## config.mk

```make
export PLATFORM = sky130hd
export DESIGN_NAME = apb_requester_flat
export DESIGN_NICKNAME = d
export VERILOG_FILES = /design/src/rtl/apb_requester_if.sv /design/src/rtl/apb_requester.sv /design/src/flat_wrapper.sv
export SDC_FILE = /design/constraint.sdc
export NUM_CORES = 1
export LEC_CHECK = 0
export ABC_AREA = 1
export BUFFER_PORTS_ARGS = -buffer_cell sky130_fd_sc_hd__buf_2
export CORE_MARGIN = 1
export CORE_UTILIZATION = 35
export DETAILED_ROUTE_END_ITERATION = 12
export PLACE_DENSITY_LB_ADDON = 0.05
export SYNTH_ARGS = -nofsm -noshare
export SYNTH_HDL_FRONTEND = slang
export SYNTH_SLANG_ARGS = --single-unit
```

## constraint.sdc

```tcl
create_clock -name pclk -period 1.85 [get_ports pclk]
set_input_delay 0 -clock pclk [delete_from_list [all_inputs] [get_ports pclk]]
set_output_delay 0 -clock pclk [all_outputs]
set_load 0.05 [all_outputs]
```

## src/rtl/apb_requester_if.sv

```systemverilog
// Command/response handshake and APB bus of the requester.
// master is the requester view; slave is the command source plus APB completer view.
interface apb_requester_if #(
  parameter int ADDR_WIDTH = 32,
  parameter int DATA_WIDTH = 32,
  parameter int STRB_WIDTH = DATA_WIDTH / 8
);
  logic                  cmd_valid;
  logic                  cmd_ready;
  logic                  cmd_write;
  logic [ADDR_WIDTH-1:0] cmd_addr;
  logic [DATA_WIDTH-1:0] cmd_wdata;
  logic [STRB_WIDTH-1:0] cmd_strb;
  logic [2:0]            cmd_prot;

  logic                  rsp_valid;
  logic [DATA_WIDTH-1:0] rsp_rdata;
  logic                  rsp_err;
  logic                  rsp_timeout;

  logic                  psel;
  logic                  penable;
  logic                  pwrite;
  logic [ADDR_WIDTH-1:0] paddr;
  logic [DATA_WIDTH-1:0] pwdata;
  logic [STRB_WIDTH-1:0] pstrb;
  logic [2:0]            pprot;
  logic [DATA_WIDTH-1:0] prdata;
  logic                  pready;
  logic                  pslverr;

  modport master (
    input  cmd_valid, cmd_write, cmd_addr, cmd_wdata, cmd_strb, cmd_prot,
    output cmd_ready,
    output rsp_valid, rsp_rdata, rsp_err, rsp_timeout,
    output psel, penable, pwrite, paddr, pwdata, pstrb, pprot,
    input  prdata, pready, pslverr
  );

  modport slave (
    output cmd_valid, cmd_write, cmd_addr, cmd_wdata, cmd_strb, cmd_prot,
    input  cmd_ready,
    input  rsp_valid, rsp_rdata, rsp_err, rsp_timeout,
    input  psel, penable, pwrite, paddr, pwdata, pstrb, pprot,
    output prdata, pready, pslverr
  );
endinterface

```

## src/rtl/apb_requester.sv

```systemverilog
// Single-outstanding APB4 requester: command/response handshake in, APB transfers out,
// with wait states, PSLVERR capture, back-to-back chaining and an ACCESS-phase timeout.
//
// state    | meaning
// S_IDLE   | no transfer; psel=0, command accepted when presented
// S_SETUP  | psel=1 penable=0 for exactly one cycle
// S_ACCESS | psel=1 penable=1 until pready, or until the timeout expires
module apb_requester #(
  parameter int ADDR_WIDTH = 32,
  parameter int DATA_WIDTH = 32,
  parameter int STRB_WIDTH = DATA_WIDTH / 8,
  parameter int TIMEOUT    = 16
) (
  input  logic            pclk,
  input  logic            presetn,
  apb_requester_if.master bus
);
  localparam logic [7:0] TMO_LOAD = 8'(TIMEOUT);
  localparam bit         TMO_EN   = (TIMEOUT != 0);

  typedef enum logic [1:0] {
    S_IDLE,
    S_SETUP,
    S_ACCESS
  } state_t;

  state_t                state;
  logic [7:0]            tmo_cnt;

  logic                  psel_q;
  logic                  penable_q;
  logic                  pwrite_q;
  logic [ADDR_WIDTH-1:0] paddr_q;
  logic [DATA_WIDTH-1:0] pwdata_q;
  logic [STRB_WIDTH-1:0] pstrb_q;
  logic [2:0]            pprot_q;

  logic                  rsp_valid_q;
  logic [DATA_WIDTH-1:0] rsp_rdata_q;
  logic                  rsp_err_q;
  logic                  rsp_timeout_q;

  logic                  cmd_ready_c;
  logic                  cmd_fire;
  logic                  tmo_hit;

  // Ready in ACCESS follows pready so a new command can be taken on the completion edge.
  assign cmd_ready_c = presetn && ((state == S_IDLE) || ((state == S_ACCESS) && bus.pready));
  assign cmd_fire    = bus.cmd_valid && cmd_ready_c;
  // The timer counts down from TIMEOUT; pready on the expiry edge still completes normally.
  assign tmo_hit     = TMO_EN && (state == S_ACCESS) && !bus.pready && (tmo_cnt == 8'd0);

  always_ff @(posedge pclk or negedge presetn) begin
    if (!presetn) begin
      state         <= S_IDLE;
      tmo_cnt       <= '0;
      psel_q        <= 1'b0;
      penable_q     <= 1'b0;
      pwrite_q      <= 1'b0;
      paddr_q       <= '0;
      pwdata_q      <= '0;
      pstrb_q       <= '0;
      pprot_q       <= '0;
      rsp_valid_q   <= 1'b0;
      rsp_rdata_q   <= '0;
      rsp_err_q     <= 1'b0;
      rsp_timeout_q <= 1'b0;
    end else begin
      rsp_valid_q <= 1'b0;

      if (cmd_fire) begin
        paddr_q  <= bus.cmd_addr;
        pwrite_q <= bus.cmd_write;
        pprot_q  <= bus.cmd_prot;
        pwdata_q <= bus.cmd_write ? bus.cmd_wdata : '0;
        pstrb_q  <= bus.cmd_write ? bus.cmd_strb : '0;
      end

      case (state)
        S_IDLE: begin
          if (cmd_fire) begin
            state     <= S_SETUP;
            psel_q    <= 1'b1;
            penable_q <= 1'b0;
          end
        end

        S_SETUP: begin
          state     <= S_ACCESS;
          penable_q <= 1'b1;
          tmo_cnt   <= TMO_LOAD;
        end

        S_ACCESS: begin
          if (bus.pready) begin
            rsp_valid_q   <= 1'b1;
            rsp_rdata_q   <= pwrite_q ? '0 : bus.prdata;
            rsp_err_q     <= bus.pslverr;
            rsp_timeout_q <= 1'b0;
            penable_q     <= 1'b0;
            if (cmd_fire) begin
              state <= S_SETUP;
            end else begin
              state  <= S_IDLE;
              psel_q <= 1'b0;
            end
          end else if (tmo_hit) begin
            rsp_valid_q   <= 1'b1;
            rsp_rdata_q   <= '0;
            rsp_err_q     <= 1'b1;
            rsp_timeout_q <= 1'b1;
            psel_q        <= 1'b0;
            penable_q     <= 1'b0;
            state         <= S_IDLE;
          end else if (TMO_EN) begin
            tmo_cnt <= tmo_cnt - 8'd1;
          end
        end

        default: begin
          state     <= S_IDLE;
          psel_q    <= 1'b0;
          penable_q <= 1'b0;
        end
      endcase
    end
  end

  assign bus.cmd_ready   = cmd_ready_c;
  assign bus.psel        = psel_q;
  assign bus.penable     = penable_q;
  assign bus.pwrite      = pwrite_q;
  assign bus.paddr       = paddr_q;
  assign bus.pwdata      = pwdata_q;
  assign bus.pstrb       = pstrb_q;
  assign bus.pprot       = pprot_q;
  assign bus.rsp_valid   = rsp_valid_q;
  assign bus.rsp_rdata   = rsp_rdata_q;
  assign bus.rsp_err     = rsp_err_q;
  assign bus.rsp_timeout = rsp_timeout_q;

endmodule

```

## src/flat_wrapper.sv

```systemverilog
// flat-port wrapper written by rule: the top's interface ports become plain ports
module apb_requester_flat 
#(
  parameter int ADDR_WIDTH = 32,
  parameter int DATA_WIDTH = 32,
  parameter int STRB_WIDTH = DATA_WIDTH / 8,
  parameter int TIMEOUT    = 16
)
  (pclk, presetn, bus_cmd_valid, bus_cmd_write, bus_cmd_addr, bus_cmd_wdata, bus_cmd_strb, bus_cmd_prot, bus_cmd_ready, bus_rsp_valid, bus_rsp_rdata, bus_rsp_err, bus_rsp_timeout, bus_psel, bus_penable, bus_pwrite, bus_paddr, bus_pwdata, bus_pstrb, bus_pprot, bus_prdata, bus_pready, bus_pslverr);
  apb_requester_if #(.ADDR_WIDTH(ADDR_WIDTH), .DATA_WIDTH(DATA_WIDTH), .STRB_WIDTH(STRB_WIDTH)) bus_i ();
  input  logic pclk;
  input  logic presetn;
  input wire logic [$bits(bus_i.cmd_valid)-1:0] bus_cmd_valid;
  input wire logic [$bits(bus_i.cmd_write)-1:0] bus_cmd_write;
  input wire logic [$bits(bus_i.cmd_addr)-1:0] bus_cmd_addr;
  input wire logic [$bits(bus_i.cmd_wdata)-1:0] bus_cmd_wdata;
  input wire logic [$bits(bus_i.cmd_strb)-1:0] bus_cmd_strb;
  input wire logic [$bits(bus_i.cmd_prot)-1:0] bus_cmd_prot;
  output wire logic [$bits(bus_i.cmd_ready)-1:0] bus_cmd_ready;
  output wire logic [$bits(bus_i.rsp_valid)-1:0] bus_rsp_valid;
  output wire logic [$bits(bus_i.rsp_rdata)-1:0] bus_rsp_rdata;
  output wire logic [$bits(bus_i.rsp_err)-1:0] bus_rsp_err;
  output wire logic [$bits(bus_i.rsp_timeout)-1:0] bus_rsp_timeout;
  output wire logic [$bits(bus_i.psel)-1:0] bus_psel;
  output wire logic [$bits(bus_i.penable)-1:0] bus_penable;
  output wire logic [$bits(bus_i.pwrite)-1:0] bus_pwrite;
  output wire logic [$bits(bus_i.paddr)-1:0] bus_paddr;
  output wire logic [$bits(bus_i.pwdata)-1:0] bus_pwdata;
  output wire logic [$bits(bus_i.pstrb)-1:0] bus_pstrb;
  output wire logic [$bits(bus_i.pprot)-1:0] bus_pprot;
  input wire logic [$bits(bus_i.prdata)-1:0] bus_prdata;
  input wire logic [$bits(bus_i.pready)-1:0] bus_pready;
  input wire logic [$bits(bus_i.pslverr)-1:0] bus_pslverr;
  assign bus_i.cmd_valid = bus_cmd_valid;
  assign bus_i.cmd_write = bus_cmd_write;
  assign bus_i.cmd_addr = bus_cmd_addr;
  assign bus_i.cmd_wdata = bus_cmd_wdata;
  assign bus_i.cmd_strb = bus_cmd_strb;
  assign bus_i.cmd_prot = bus_cmd_prot;
  assign bus_cmd_ready = bus_i.cmd_ready;
  assign bus_rsp_valid = bus_i.rsp_valid;
  assign bus_rsp_rdata = bus_i.rsp_rdata;
  assign bus_rsp_err = bus_i.rsp_err;
  assign bus_rsp_timeout = bus_i.rsp_timeout;
  assign bus_psel = bus_i.psel;
  assign bus_penable = bus_i.penable;
  assign bus_pwrite = bus_i.pwrite;
  assign bus_paddr = bus_i.paddr;
  assign bus_pwdata = bus_i.pwdata;
  assign bus_pstrb = bus_i.pstrb;
  assign bus_pprot = bus_i.pprot;
  assign bus_i.prdata = bus_prdata;
  assign bus_i.pready = bus_pready;
  assign bus_i.pslverr = bus_pslverr;
  apb_requester #(.ADDR_WIDTH(ADDR_WIDTH), .DATA_WIDTH(DATA_WIDTH), .STRB_WIDTH(STRB_WIDTH), .TIMEOUT(TIMEOUT)) u_core (.pclk(pclk), .presetn(presetn), .bus(bus_i));
endmodule
```

# --- Yosys cells after proc, flatten, opt, wreduce, memory -nomap -nowiden ---
# Index checks and enable logic that the tools add are counted.
totals:
  in_bits: 109
  reg_bits: 119
classes:
  eq_ne: 7
  add_sub_neg: 1
  reduce_logical: 15
  mux: 27
  bitwise: 1
ops:
  columns: ["op", "count"]
  rows:
  - ["32-bit 2-to-1 mux", 4]
  - ["8-bit 2-to-1 mux", 2]
  - ["8-bit one-hot mux with 2 select lines", 1]
  - ["1-bit 2-to-1 mux", 13]
  - ["8-bit zero test", 1]
  - ["8-bit by 1-bit subtractor with 8-bit output (second input constant)", 1]
  - ["2-bit 2-to-1 mux", 3]
  - ["1-bit one-hot mux with 3 select lines", 2]
  - ["2-bit one-hot mux with 3 select lines", 1]
  - ["1-bit logical AND", 5]
  - ["4-bit 2-to-1 mux", 1]
  - ["2-bit inequality test (second input constant)", 2]
  - ["2-bit AND reduction", 2]
  - ["4-bit AND reduction", 1]
  - ["2-bit nonzero test", 2]
  - ["3-bit by 2-bit inequality test with 1-bit output (second input constant)", 1]
  - ["3-bit inequality test (second input constant)", 1]
  - ["3-bit AND reduction", 1]
  - ["2-bit by 1-bit == test with 1-bit output (second input constant)", 1]
  - ["2-bit == test (second input constant)", 1]
  - ["2-bit zero test", 1]
  - ["2-bit by 1-bit inequality test with 1-bit output (second input constant)", 1]
  - ["1-bit zero test", 1]
  - ["1-bit logical OR", 1]
  - ["1-bit inverter", 1]

# --- Logic depth before layout (Yosys ltp) ---
depth:
  word_depth: 8
  depth_mapped: 10
  depth_no_buf: 9

# --- Least setup slack after synthesis ---
# OpenSTA, ideal clock, no wires.
synth_timing:
  path_kind: "reg2reg"
  startpoint: "register u_core.state[1]"
  endpoint: "register u_core.rsp_rdata_q[2] (netlist: u_core.bus.rsp_rdata[2])"
  slack_ns: 0.266
  path_stages_with_launch: 9
  required_time_ns: 1.732
  period_less_slack_ns: 1.584
  n_path_buf: 1
  arrival_ns: 1.466
  setup_time_ns: 0.118
  path_cell_list: "dfrtp_1 nand2_2 nor2_2 nand2_1 nand2_2 inv_2 buf_2 nand2_1 nand2_1"
synth_via:
  elab_chain_cells: 5
synth_rtl:
  columns: ["item", "line_no", "source"]
  rows:
  - ["from (decl)", "apb_requester.sv:27", "state_t state;"]
  - ["from (signal assigned)", "apb_requester.sv:55", "state <= S_IDLE;"]
  - ["from (signal assigned)", "apb_requester.sv:82", "state <= S_SETUP;"]
  - ["from (signal assigned)", "apb_requester.sv:89", "state <= S_ACCESS;"]
  - ["2-bit == test (*)", "apb_requester.sv:51, apb_requester.sv:79", null]
  - ["1-bit logical AND (2 in series)", "apb_requester.sv:51", "assign tmo_hit = TMO_EN && (state == S_ACCESS) && !bus.pready && (tmo_cnt == 8'd0);"]
  - ["2-bit nonzero test (no line)", null, null]
  - ["2-bit AND reduction (no line) (*)", null, null]
  - ["to (signal assigned)", "apb_requester.sv:97", "rsp_rdata_q <= pwrite_q ? '0 : bus.prdata;"]
  - ["to (decl)", "apb_requester.sv:39", "logic [DATA_WIDTH-1:0] rsp_rdata_q;"]
# Mark *: on every way between the ends. The rest lies on a longest branch, timed or not.
# A chain may end at the register's enable or synchronous reset.

# --- Worst setup path after layout ---
layout_timing:
  startpoint: "register u_core.state[1]"
  endpoint: "register u_core.pwdata_q[0] (netlist: u_core.bus.pwdata[0])"
layout_via:
  elab_chain_cells: 5
  word_cells_on_any_way: 6
  cone_classes: "1 x eq/ne; 5 x reduce/logical"
layout_rtl:
  columns: ["item", "line_no", "source"]
  rows:
  - ["2-bit == test", "apb_requester.sv:48", "assign cmd_ready_c = presetn && ((state == S_IDLE) || ((state == S_ACCESS) && bus.pready));"]
  - ["1-bit logical AND", "apb_requester.sv:48", null]
  - ["1-bit logical OR (*)", "apb_requester.sv:48", null]
  - ["1-bit logical AND (*)", "apb_requester.sv:48", null]
  - ["1-bit logical AND (*)", "apb_requester.sv:49", "assign cmd_fire = bus.cmd_valid && cmd_ready_c;"]
  - ["to (signal assigned)", "apb_requester.sv:75", "pwdata_q <= bus.cmd_write ? bus.cmd_wdata : '0;"]
  - ["to (decl)", "apb_requester.sv:34", "logic [DATA_WIDTH-1:0] pwdata_q;"]
# Marks and branches as above.

==> reports/qor.yml <==
num_vias: 4722
gp_routability_congestion: 0.809
crit_slowest_cell: "dlygate4sd3_1"
antenna_left: 0
startpoint: "u_core.state[1]$_DFFE_PN0P_"
min_period_ns: 1.71
start_util_pct: 36.4
rsz0062_at_grt: "false"
mostFrequentLayoutCell: "nand2_1"
io_buffers: 218
worst-path-stages: 6
layout_common_cells: "nand2_1 (274), buf_2 (217), dfrtp_1 (118)"
grt_antenna_before_repair: 0
fill_cells: 1213
fin_nets: 986
yosys_warnings: 0
wire_per_inst_um: 12.9
finalNonFillerCells: 1064
cts_resized: 0
synth-seq-area-share_pct: 60.5
regToRegStartpoint: "u_core.state[1]$_DFFE_PN0P_"
min_period_over_period_pct: 92.6
tightest_slew_ns: 0.859
dpl.cell_count: 924
antennaDiodeCount: 0
total_power_mw: 12.4
routed_via_density: 4.44
cp_cell_sequence: "a21oi_1 -> nand2_1 -> nor2_4 -> nand3_2 -> dlygate4sd3_1 -> nand2_1"
synth_cells: 549
start_kind: "register"
cts_tree: "yes"
drtIter0Drc: 217
cp_max_fo: 7
worstPathRequired_ns: 2.19
die_area_sq_um: 14400
slew_headroom_pct: 42.7
critPathTopFamily: "buffers and inverters"
drc: 0
clk_latency_ns: 0.41
grt_usage_pct: 20.1
syn_to_final_growth_pct: 60.6
dp_hpwl_um: 8610
root_buffer: "clkbuf_16"
status: "finished clean"
pin_count: 219
leakage_nw: 4.42
post-cts-setup-buffers: 0
synthesis.nets: 660
postLayoutCellArea_sq_um: 7830
gr-usage-met3_pct: 5.80
grt_pass1_wl_um: 22700
first_pass_iters: 5
cts_made_buffers: 17
path_class: "reg2reg"
use_met2_pct: 30.7
placed_area_sq_um: 6100
finalSetupTns_ns: 0
die_h_um: 120
routed_wl_um: 13700
max_freq_mhz: 584
synth-seq-cells: 118
synth_cell_types: 20
core_area_sq_um: 13400
cp_data_arrival_time_ns: 2.06
grt.busiest_layer: "met2"
core.rowCount: 42
finClkSkew_ns: 0.00724
r2r_cells: 6
critPathMaxStageDelay_ns: 0.59
hold_viol_final: 0
r2r_slack_ns: 0.14
grt_use_met1_pct: 26.1
grt_pass1_vias: 4667
grt_max_degree: 91
ir_drop_uv: 599
cap_violations: 0
fp.dieW_um: 120
drive_gt1_share_pct: 31.1
syn-cell-area_sq_um: 4880
grt_remaining_overflow: 0
avgSynthCellArea_sq_um: 8.89
setup_viol: 0
clockBufferDepth: 2
hold_path.class: "in2async"
ctsHtreeMaxLevel: 4
clock-sinks: 118
cp-end-kind: "register"
critPathBufInv: 1
cellPowerDensity_nw_per_um2: 1590
cpMostUsedCell: "nand2_1"
slew_viol_final: 0
clk_pin_slew_worst_paths_ns: 0.05
==> worst paths after layout <==
check | to
worst max-delay path | u_core.bus.pwdata[0]$_DFFE_PN0P_
min in group pclk | u_core.bus.pstrb[2]$_DFFE_PN0P_
max in group asynchronous | u_core.bus.pwdata[8]$_DFFE_PN0P_
worst min register to register | u_core.bus.paddr[18]$_DFFE_PN0P_
worst min-delay path | u_core.state[1]$_DFFE_PN0P_
worst max register to register | u_core.bus.pwdata[0]$_DFFE_PN0P_
==> area by class of cell <==
| type | instances | area, sq um | share of cell area (%) |
|---|---|---|---|
| Tap cell | 176 | 220 | 2.81 |
| Inverter | 20 | 75.1 | 0.958 |
| Multi-Input combinational cell | 384 | 1660 | 21.2 |
| Timing Repair Buffer | 334 | 2270 | 29.0 |
| Clock inverter | 7 | 139 | 1.77 |
| Clock buffer | 25 | 515 | 6.58 |
| Sequential cell | 118 | 2950 | 37.7 |
==> what timing repair did <==
item,CTS,global route
hold buffers,108,0
endpoints found under the setup margin,0,0
endpoints found under the hold margin,135,0
==> layer usage <==
| metal | vias up | part of all wire [%] |
|---|---|---|
| met5 | - | 0 |
| met4 | 0 | 2.2 |
| met3 | 25 | 7.0 |
| met2 | 172 | 46 |
| met1 | 2162 | 44 |
| li1 | 2363 | - |
==> state kept, by name, summed over array words and instances (netlist names), 2 cells and up <==
signal,flops
u_core.bus.pstrb,4
u_core.state,2
u_core.bus.paddr,32
u_core.bus.pwdata,32
u_core.tmo_cnt,8
u_core.bus.rsp_rdata,32
u_core.bus.pprot,3
==> cells by family (layout without fill, tap and decap cells) <==
logic type | Yosys count | after routing | synth area share [%]
flops | 118 | 118 | 60.5
xor+xnor | 3 | 3 | 0.539
simple gates | 365 | 365 | 31.4
buf+inv | 47 | 386 | 5.49
fa+ha+maj | 2 | 2 | 0.513
compound gates | 14 | 14 | 1.51
==> synthesized netlist by cell type <==
master | count | area (sq um)
nor3_1 | 2 | 10.0
buf_6 | 10 | 113
nand3_1 | 62 | 310
inv_1 | 16 | 60.1
o21ai_0 | 11 | 55.1
a21oi_1 | 1 | 5.00
nand3_2 | 10 | 100
nand2_1 | 274 | 1030
o22ai_1 | 1 | 6.26
nor2_4 | 1 | 11.3
a211oi_1 | 1 | 7.51
nor2_2 | 3 | 18.8
buf_2 | 13 | 65.1
ha_1 | 2 | 25.0
inv_2 | 4 | 15.0
clkbuf_1 | 4 | 15.0
nand2_2 | 2 | 12.5
nor2_1 | 11 | 41.3
dfrtp_1 | 118 | 2950
xor2_1 | 3 | 26.3
==> per-stage QoR <==
stage | util [%] | hold WS, ns | setup WS (ns)
2_1_floorplan | - | -0.296 | 0.266
3_3_place_gp | 45.5 | 0.0832 | 0.318
3_5_place_dp | 45.5 | 0.0732 | 0.250
4_1_cts | 58.5 | 0.192 | 0.121
5_1_grt | 58.5 | 0.231 | 0.00789
6_report | 58.5 | 0.183 | 0.137
==> power by group <==
part	total [mW]	internal, mW	switching, mW
Clock	3.58	2.47	1.11
Sequential	3.78	3.35	0.425
Combinational	5.07	1.22	3.85
==> worst register-to-register path, cell delays in order, from the launching register on <==
cell           delay [ns]
dfrtp_1              0.44
a21oi_1              0.17
nand2_1              0.11
nor2_4               0.21
nand3_2              0.08
dlygate4sd3_1        0.59
nand2_1              0.06
No activity file was read; power rests on OpenSTA's default activity.
